--- src/rtl/seq_scan_pkg.sv ---
// seq_scan_pkg: state encoding, reset configuration defaults and pattern-length width helper shared by seq_scan_controller and seq_match_shift
package seq_scan_pkg;
  typedef enum logic {IDLE, SHIFT} state_t;
  localparam logic [3:0] DEF_PATTERN = 4'b1011;
  localparam int DEF_LEN = 4;
  function automatic int len_w(input int pat_w);
    return $clog2(pat_w) + 1;
  endfunction
endpackage

--- src/rtl/seq_match_shift.sv ---
// seq_match_shift: history shift register, saturating fill counter and masked pattern compare; ports clk/reset_n, clr, shift_en, bit_in, pattern, len, overlap -> match (strobe on the updated history)
module seq_match_shift import seq_scan_pkg::*; #(
  parameter int PAT_W = 8,
  localparam int LW = len_w(PAT_W)
) (
  input  logic             clk,
  input  logic             reset_n,
  input  logic             clr,
  input  logic             shift_en,
  input  logic             bit_in,
  input  logic             overlap,
  input  logic [PAT_W-1:0] pattern,
  input  logic [LW-1:0]    len,
  output logic             match
);
  logic [PAT_W-1:0] hist, hist_nx, mask;
  logic [LW-1:0] fill, fill_nx;
  always_comb begin
    hist_nx = (hist << 1) | PAT_W'(bit_in);
    fill_nx = fill == LW'(PAT_W) ? fill : fill + LW'(1);
    mask = ~({PAT_W{1'b1}} << len);
    match = shift_en && fill_nx >= len && ((hist_nx ^ pattern) & mask) == '0;
  end
  always_ff @(posedge clk or negedge reset_n)
    if (!reset_n) begin
      hist <= '0;
      fill <= '0;
    end else if (clr) begin
      hist <= '0;
      fill <= '0;
    end else if (shift_en) begin
      hist <= hist_nx;
      fill <= (match && !overlap) ? '0 : fill_nx;
    end
endmodule

--- src/rtl/seq_scan_controller.sv ---
// seq_scan_controller: serialises DATA_W-bit words MSB-first into a runtime-programmed pattern matcher; ports clk/reset_n, cfg_we/cfg_pattern/cfg_len/cfg_overlap (IDLE only), in_valid/in_data/in_ready, busy, match_pulse, match_count, plus irq_clr/irq when SEQ_SCAN_IRQ_EN is defined
module seq_scan_controller import seq_scan_pkg::*; #(
  parameter int DATA_W = 8,
  parameter int PAT_W = 8,
  parameter int CNT_W = 8,
  localparam int LW = len_w(PAT_W)
) (
  input  logic              clk,
  input  logic              reset_n,
  input  logic              cfg_we,
  input  logic [PAT_W-1:0]  cfg_pattern,
  input  logic [LW-1:0]     cfg_len,
  input  logic              cfg_overlap,
  input  logic              in_valid,
  input  logic [DATA_W-1:0] in_data,
`ifdef SEQ_SCAN_IRQ_EN
  input  logic              irq_clr,
  output logic              irq,
`endif
  output logic              in_ready,
  output logic              busy,
  output logic              match_pulse,
  output logic [CNT_W-1:0]  match_count
);
  localparam int IW = $clog2(DATA_W);
  state_t state, state_nx;
  logic [DATA_W-1:0] data;
  logic [IW-1:0] idx;
  logic [PAT_W-1:0] pattern;
  logic [LW-1:0] len;
  logic overlap, cfg_take, accept, match;
  always_comb begin
    cfg_take = state == IDLE && cfg_we;
    in_ready = state == IDLE && !cfg_we;
    busy = state == SHIFT;
    accept = in_ready && in_valid;
    state_nx = state == IDLE ? (accept ? SHIFT : IDLE) : (idx == '0 ? IDLE : SHIFT);
  end
  always_ff @(posedge clk or negedge reset_n)
    if (!reset_n) state <= IDLE;
    else state <= state_nx;
  always_ff @(posedge clk or negedge reset_n)
    if (!reset_n) begin
      data <= '0;
      idx <= '0;
      pattern <= PAT_W'(DEF_PATTERN);
      len <= LW'(DEF_LEN);
      overlap <= 1'b1;
      match_pulse <= 1'b0;
      match_count <= '0;
    end else begin
      match_pulse <= match;
      if (accept) begin
        data <= in_data;
        idx <= IW'(DATA_W - 1);
      end else if (busy) idx <= idx - IW'(1);
      if (cfg_take) begin
        pattern <= cfg_pattern;
        len <= (cfg_len == '0 || cfg_len > LW'(PAT_W)) ? LW'(PAT_W) : cfg_len;
        overlap <= cfg_overlap;
        match_count <= '0;
      end else if (match && match_count != '1) match_count <= match_count + CNT_W'(1);
    end
  seq_match_shift #(.PAT_W(PAT_W)) u_match (
    .clk(clk),
    .reset_n(reset_n),
    .clr(cfg_take),
    .shift_en(busy),
    .bit_in(data[idx]),
    .overlap(overlap),
    .pattern(pattern),
    .len(len),
    .match(match)
  );
`ifdef SEQ_SCAN_IRQ_EN
  always_ff @(posedge clk or negedge reset_n)
    if (!reset_n) irq <= 1'b0;
    else irq <= match || (irq && !irq_clr);
`endif
endmodule

--- config.mk ---
export PLATFORM = sky130hd
export DESIGN_NAME = seq_scan_controller
export DESIGN_NICKNAME = d
export VERILOG_FILES = /design/src/rtl/seq_scan_pkg.sv /design/src/rtl/seq_match_shift.sv /design/src/rtl/seq_scan_controller.sv
export SDC_FILE = /design/constraint.sdc
export NUM_CORES = 1
export LEC_CHECK = 0
export CELL_PAD_IN_SITES_DETAIL_PLACEMENT = 0
export CELL_PAD_IN_SITES_GLOBAL_PLACEMENT = 2
export CORE_MARGIN = 2
export CORE_UTILIZATION = 34
export DETAILED_ROUTE_END_ITERATION = 7
export PLACE_DENSITY = 0.86
export SYNTH_ARGS = -nofsm -noshare
export SYNTH_HDL_FRONTEND = slang
export SYNTH_SLANG_ARGS = --single-unit
--- constraint.sdc ---
create_clock -name clk -period 2.79 [get_ports clk]
set_input_delay 0.4185 -clock clk [delete_from_list [all_inputs] [get_ports clk]]
set_output_delay 0.4185 -clock clk [all_outputs]
set_load 0.02 [all_outputs]
; Word-level counts from Yosys, hierarchy flattened
; Index checks and enable logic that the tools add are counted.
[word_totals]
out_inout_bits = 11
ff_bits = 45
[op_classes]
muxes = 16
bitwise = 5
n_addsub = 3
n_reduce_logical = 16
n_eq_ne = 2
order_cmp = 3
shifts = 1
[ops]
columns = op, count
row1 = 2-to-1 mux 4 bit, 5
row2 = 2-to-1 mux 8 bit, 2
row3 = 2-to-1 mux 7 bit, 2
row4 = adder 8 x 1 -> 8 bit (second input constant), 1
row5 = bitwise AND 8 bit, 1
row6 = logical NOT 8 bit, 1
row7 = inequality test 8 bit (second input constant), 1
row8 = NOT 8 bit, 1
row9 = OR 8 x 1 -> 8 bit, 1
row10 = << shifter 8 x 4 -> 8 bit (first input constant), 1
row11 = XOR 8 bit, 1
row12 = logical AND 1 bit, 7
row13 = 2-to-1 mux 3 bit, 2
row14 = nonzero test 2 bit, 3
row15 = adder 4 x 1 -> 4 bit (second input constant), 1
row16 = equality test 4 bit (second input constant), 1
row17 = >= comparator 4 bit, 1
row18 = greater-than comparator 4 bit (second input constant), 1
row19 = logical NOT 4 bit, 1
row20 = < comparator 3 x 4 -> 1 bit (second input constant), 1
row21 = 2-to-1 mux 1 bit, 4
row22 = binary-select mux 1 bit (select 3 bit), 1
row23 = logical NOT 3 bit, 1
row24 = subtractor 3 x 1 -> 3 bit (second input constant), 1
row25 = other kinds (3), 4

; Depth between registers and ports, before layout
[depth]
word_depth = 11
depth_mapped = 13
depth_no_buf = 13

; Cells and area by module
; A second synthesis with hierarchy kept.
[unflattened]
cells_unflattened = 234
area_unflattened_um2 = 2369.8
[by_module_without_submodules]
columns = mod, area_each_um2, n_inst, seq_area_each_um2, cells_each
row1 = seq_scan_controller, 1537.7, 1, 857.1, 146
row2 = seq_match_shift, 832.0, 1, 275.3, 88

; Worst setup path after synthesis
; No wires, ideal clock.
[synth_timing]
path_type = flip-flop to flip-flop
start = register u_match.fill[0]
end = register match_count[3]
stages_incl_launch_ff = 14
setup_slack_ps = 307
t_arrival_ps = 2415
setup_time_ps = 67
path_buffers = 1
cell_sequence = dfrtp_1 > inv_1 > ha_1 > nand2_1 > nor2_1 > xnor2_1 > ha_1 > nand2b_1 > a2111oi_0 > a211oi_1 > o2111ai_2 > buf_6 > or4_1 > nand2_1
[synth_via]
elab_chain_len = 7
[synth_lines]
columns = element, line
row1 = from (decl), seq_match_shift.sv:17  ; logic [LW-1:0] fill, fill_nx;
row2 = from (signal assigned), seq_match_shift.sv:33  ; fill <= (match && !overlap) ? '0 : fill_nx;
row3 = adder 4 x 1 -> 4 bit / equality test 4 bit (equally long branches), seq_match_shift.sv:20  ; fill_nx = fill == LW'(PAT_W) ? fill : fill + LW'(1);
row4 = 2-to-1 mux 4 bit *, seq_match_shift.sv:20
row5 = >= comparator 4 bit *, seq_match_shift.sv:22  ; match = shift_en && fill_nx >= len && ((hist_nx ^ pattern) & mask) == '0;
row6 = logical AND 1 bit * (2 in a row), seq_match_shift.sv:22
row7 = logical AND 1 bit *, seq_scan_controller.sv:62  ; end else if (match && match_count != '1) match_count <= match_count + CNT_W'(1);
row8 = nonzero test 2 bit (no line) *, --
row9 = to (signal assigned), seq_scan_controller.sv:62
row10 = to (decl), seq_scan_controller.sv:23  ; output logic [CNT_W-1:0] match_count
; Mark *: on every way between the ends. The rest lies on a longest branch, timed or not.
; A chain may end at the register's enable or synchronous reset.

; Final worst setup path
[layout_timing]
start = register u_match.fill[0]
end = register match_count[4]
; The elaborated chain is that of the path after synthesis.

==> flow_summary_export.csv <==
group,metric,value,unit
worst_setup_path,start_kind,"register",
worst_setup_path,slowest_stage,"dfrtp_1",
cells_and_area,fin_util,45.9,%
logic_synthesis,synth_fa_ha_area_share,4.96,%
floorplanning,die_w,85.7,um
logic_synthesis,synth_nets,254,
clock_tree,holdBufCountCts,0,
worst_setup_path,r2r-start,"u_match.fill[0]",
floorplanning,die-area,7350,um2
grt,grt_pass1_wl,8160,um
timing,tightest_slew,0.511,ns
power_and_ir_drop,p_int,0.00193,W
timing,rsz0062_at_grt,"yes",
logic_synthesis,syn-cell-area,2270,um2
outcome,run_status,"finished clean",
timing,holdWs,0.0620,ns
clock_tree,clockBufferDepth,2,
route,route.detailed.wl_per_inst,14.4,um
cells_and_area,layout_common_cells,"nand2_1 (43), dfrtp_1 (40), clkdlybuf4s50_1 (34)",
worst_setup_path,crit_fanout,6,
logic_synthesis,synth_top_area_cell,"dfrtp_1",
logic_synthesis,ys_seq_area_share,49.9,%
clock_tree,cts_tree,"yes",
clock_tree,cts_max_level,2,
floorplanning,die_y,85.7,um
power_and_ir_drop,vdd_drop_max,0.392,mV
timing,final-hold-violation-count,0,
logic_synthesis,ys.flop_type,"dfrtp_1",
route,first_pass_iters,4,
route,routed_wl,4940,um
worst_setup_path,worstSetupPathType,"reg -> reg",
worst_setup_path,critPathMaxStageDelay,0.39,ns
timing,setup-violations-final,0,
clock_tree,cts.sink_count,45,
worst_setup_path,rrSetupSlack,0.09,ns
placement,port_buffers,35,
timing,fin_crit,2.70,ns
route,drt-initial-drc-count,82,
grt,grt_max_degree,22,
power_and_ir_drop,pwr-share-comb,43.5,%
timing,slew_viol_final,0,
placement,place_hpwl,3540,um
power_and_ir_drop,leakagePower,1.28,nW
cells_and_area,layout-drive-gt1-share,18.4,%
timing,post-route-period-util,96.8,%
worst_setup_path,crit_path_end_kind,"register",
placement,globalplace.congestion,0.754,
logic_synthesis,synth-simple-area-share,17.1,%
grt,track_usage,14.1,%
clock_tree,clock_latency,0.30,ns
worst_hold_path,hold_path_class,"in -> async",
logic_synthesis,yosys.area.top_type_share,44.1,%
job,max_cap_viol_count,0,
grt,grt_overflow,0,
logic_synthesis,synthXorXnorAreaFrac,4.63,%
logic_synthesis,synth_compound_area_share,12.1,%
worst_setup_path,worstPathCellList,"buf_4 -> ha_2 -> nand2_1 -> mux2i_2 -> ha_2 -> o21a_1 -> o21ai_1 -> a211oi_2 -> o2111ai_2 -> buf_4 -> or3_4 -> a21oi_2",
worst_setup_path,crit_required,3.02,ns
floorplanning,rows,29,
route,ant_nets,0,
clock_tree,clkTransAtPathRegs,0.09,ns
logic_synthesis,yosysWarnings,0,
power_and_ir_drop,clockPowerShare,16.7,%
logic_synthesis,synth_top_family_by_area,"simple AND/OR/NAND/NOR gates",
timing,fmax,0.370,GHz
logic_synthesis,yosys_register_bits,45,
clock_tree,cts_root_buf,"clkbuf_8",
power_and_ir_drop,netSwitchingPower,0.00113,W
logic_synthesis,synth.distinct_cells,40,
logic_synthesis,yosys-top-cells-area,"dfrtp_1 (44%), nand2_1 (7.3%), dfstp_2 (5.8%)",
route,dr_total_vias,1713,
worst_setup_path,rr_worst_depth,12,
logic_synthesis,synthMuxAreaShare,7.61,%
route,drc,0,
floorplanning,core,6390,um2
cells_and_area,area_growth,29.3,%
timing,finalClockSkew,0.00937,ns
logic_synthesis,postSynthAreaPerCell,10.3,um2
power_and_ir_drop,powerDensity,1040,nW/um2
worst_setup_path,r2r_end,"match_count[4]",
floorplanning,start_util,35.5,%
floorplanning,ioPinCount,36,
logic_synthesis,synthCells,220,
clock_tree,numCtsBuffers,5,
cells_and_area,nets,299,
route,viasPerCell,4.99,
cells_and_area,layout_commonest_cell,"nand2_1",
logic_synthesis,synth_edf_count,0,
power_and_ir_drop,p_sw_share,36.9,%
logic_synthesis,async_reset_ff_share,100,%
power_and_ir_drop,seq_power_share,39.7,%
timing,max_slew_margin,65.9,%
worst_setup_path,cp.arrival,2.93,ns
cells_and_area,antenna_cells,0,
grt,first_global_vias,1628,
grt,grt_antenna_before_repair,0,
## flip-flops by register name, summed over array words and instances (netlist names)
signal	count
data	8
match_count	8
pattern	8
u_match.hist	7
len	4
u_match.fill	4
idx	3
busy	1
match_pulse	1
overlap	1
## final cells by class
| type | count | area (um2) |
|---|---|---|
| Fill cell | 617 | 3450 |
| Clock buffer | 6 | 82.6 |
| Multi-Input combinational cell | 157 | 1120 |
| Timing Repair Buffer | 47 | 435 |
| Tap cell | 77 | 96.3 |
| Sequential cell | 45 | 1130 |
| Clock inverter | 2 | 37.5 |
| Inverter | 9 | 33.8 |
## through the flow
step	cells	total power, W	instance area [um2]	setup TNS (ns)	setup WS (ns)
after global routing	343	0.00331	2930	-0.392	-0.0633
after floorplan	220	0.00204	2270	0	0.307
final	343	0.00305	2930	0	0.0894
after detailed placement	330	0.00238	2710	0	0.0185
after global placement	330	0.00236	2710	0	0.0965
after CTS	338	0.00291	2830	0	0.0167
## how the worst max path moves through the flow
stage	start	slack (ns)	cells past startpoint	to
2_1_floorplan	u_match.fill[0]	0.31	13	match_count[3]
3_3_place_gp	u_match.fill[0]	0.1	13	match_count[4]
3_5_place_dp	u_match.fill[0]	0.02	13	match_count[4]
4_1_cts	u_match.fill[0]	0.02	13	match_count[4]
5_1_grt	u_match.fill[0]	-0.06	13	u_match.fill[1]
6_report	u_match.fill[0]	0.09	12	match_count[4]
## critical path: cells and delay by family, from the launching register on
family                     cells  cell delay [ns]
AOI/OAI and AO/OA              5             0.80
adders and majority gates      2             0.44
buffers and inverters          2             0.36
DFF                            1             0.39
muxes                          1             0.22
and+or+nand+nor                2             0.43
## cell families after synthesis
logic type,after synthesis
AOI/OAI and AO/OA,40
xor gates and xnor gates,12
adders and majority gates,9
buffers and inverters,18
DFF,45
muxes,15
and+or+nand+nor,81
## power by group through the flow
| stage | registers (W) | logic (W) | clock network (W) |
|---|---|---|---|
| after floorplan | 0.00115 | 0.000888 | 0 |
| after global placement | 0.00122 | 0.00114 | 0 |
| after detailed placement | 0.00123 | 0.00116 | 0 |
| after CTS | 0.00122 | 0.00116 | 0.000529 |
| after global routing | 0.00126 | 0.00150 | 0.000549 |
| final | 0.00121 | 0.00133 | 0.000511 |
## layer usage
layer / up-vias / GRT usage (%) / wire length [um]
li1: 861 / - / -
met1: 825 / 20.4 / 2490
met2: 21 / 21.3 / 2240
met3: 6 / 2.79 / 146
met4: 0 / 4.76 / 68
met5: - / 0 / 0
## timing repair
action                                  in CTS  in global routing
buffers inserted                             0                  5
gates resized for setup                      1                 16
endpoints found under the setup margin       1                 12
pin swaps                                    0                  6
cloned                                       0                  0
## Yosys cell counts, types with 2 or more instances
cell type and instances:
nand2_1 44, dfrtp_1 40, o21ai_0 14, ha_1 9, inv_1 8, mux2_2 8
xnor2_1 7, clkbuf_1 6, mux2i_1 6, nand3_1 6, a21oi_1 5, a22o_1 5
and3_1 5, dfstp_2 5, nand2b_1 5, nor2_1 5, xor2_1 5, a211oi_1 3
a32o_1 3, nand3b_1 3, o31ai_1 3, buf_6 2, nor2b_1 2, nor3_1 2
o22ai_1 2, or3_1 2, or4_1 2
No activity file was read; power rests on OpenSTA's default activity.
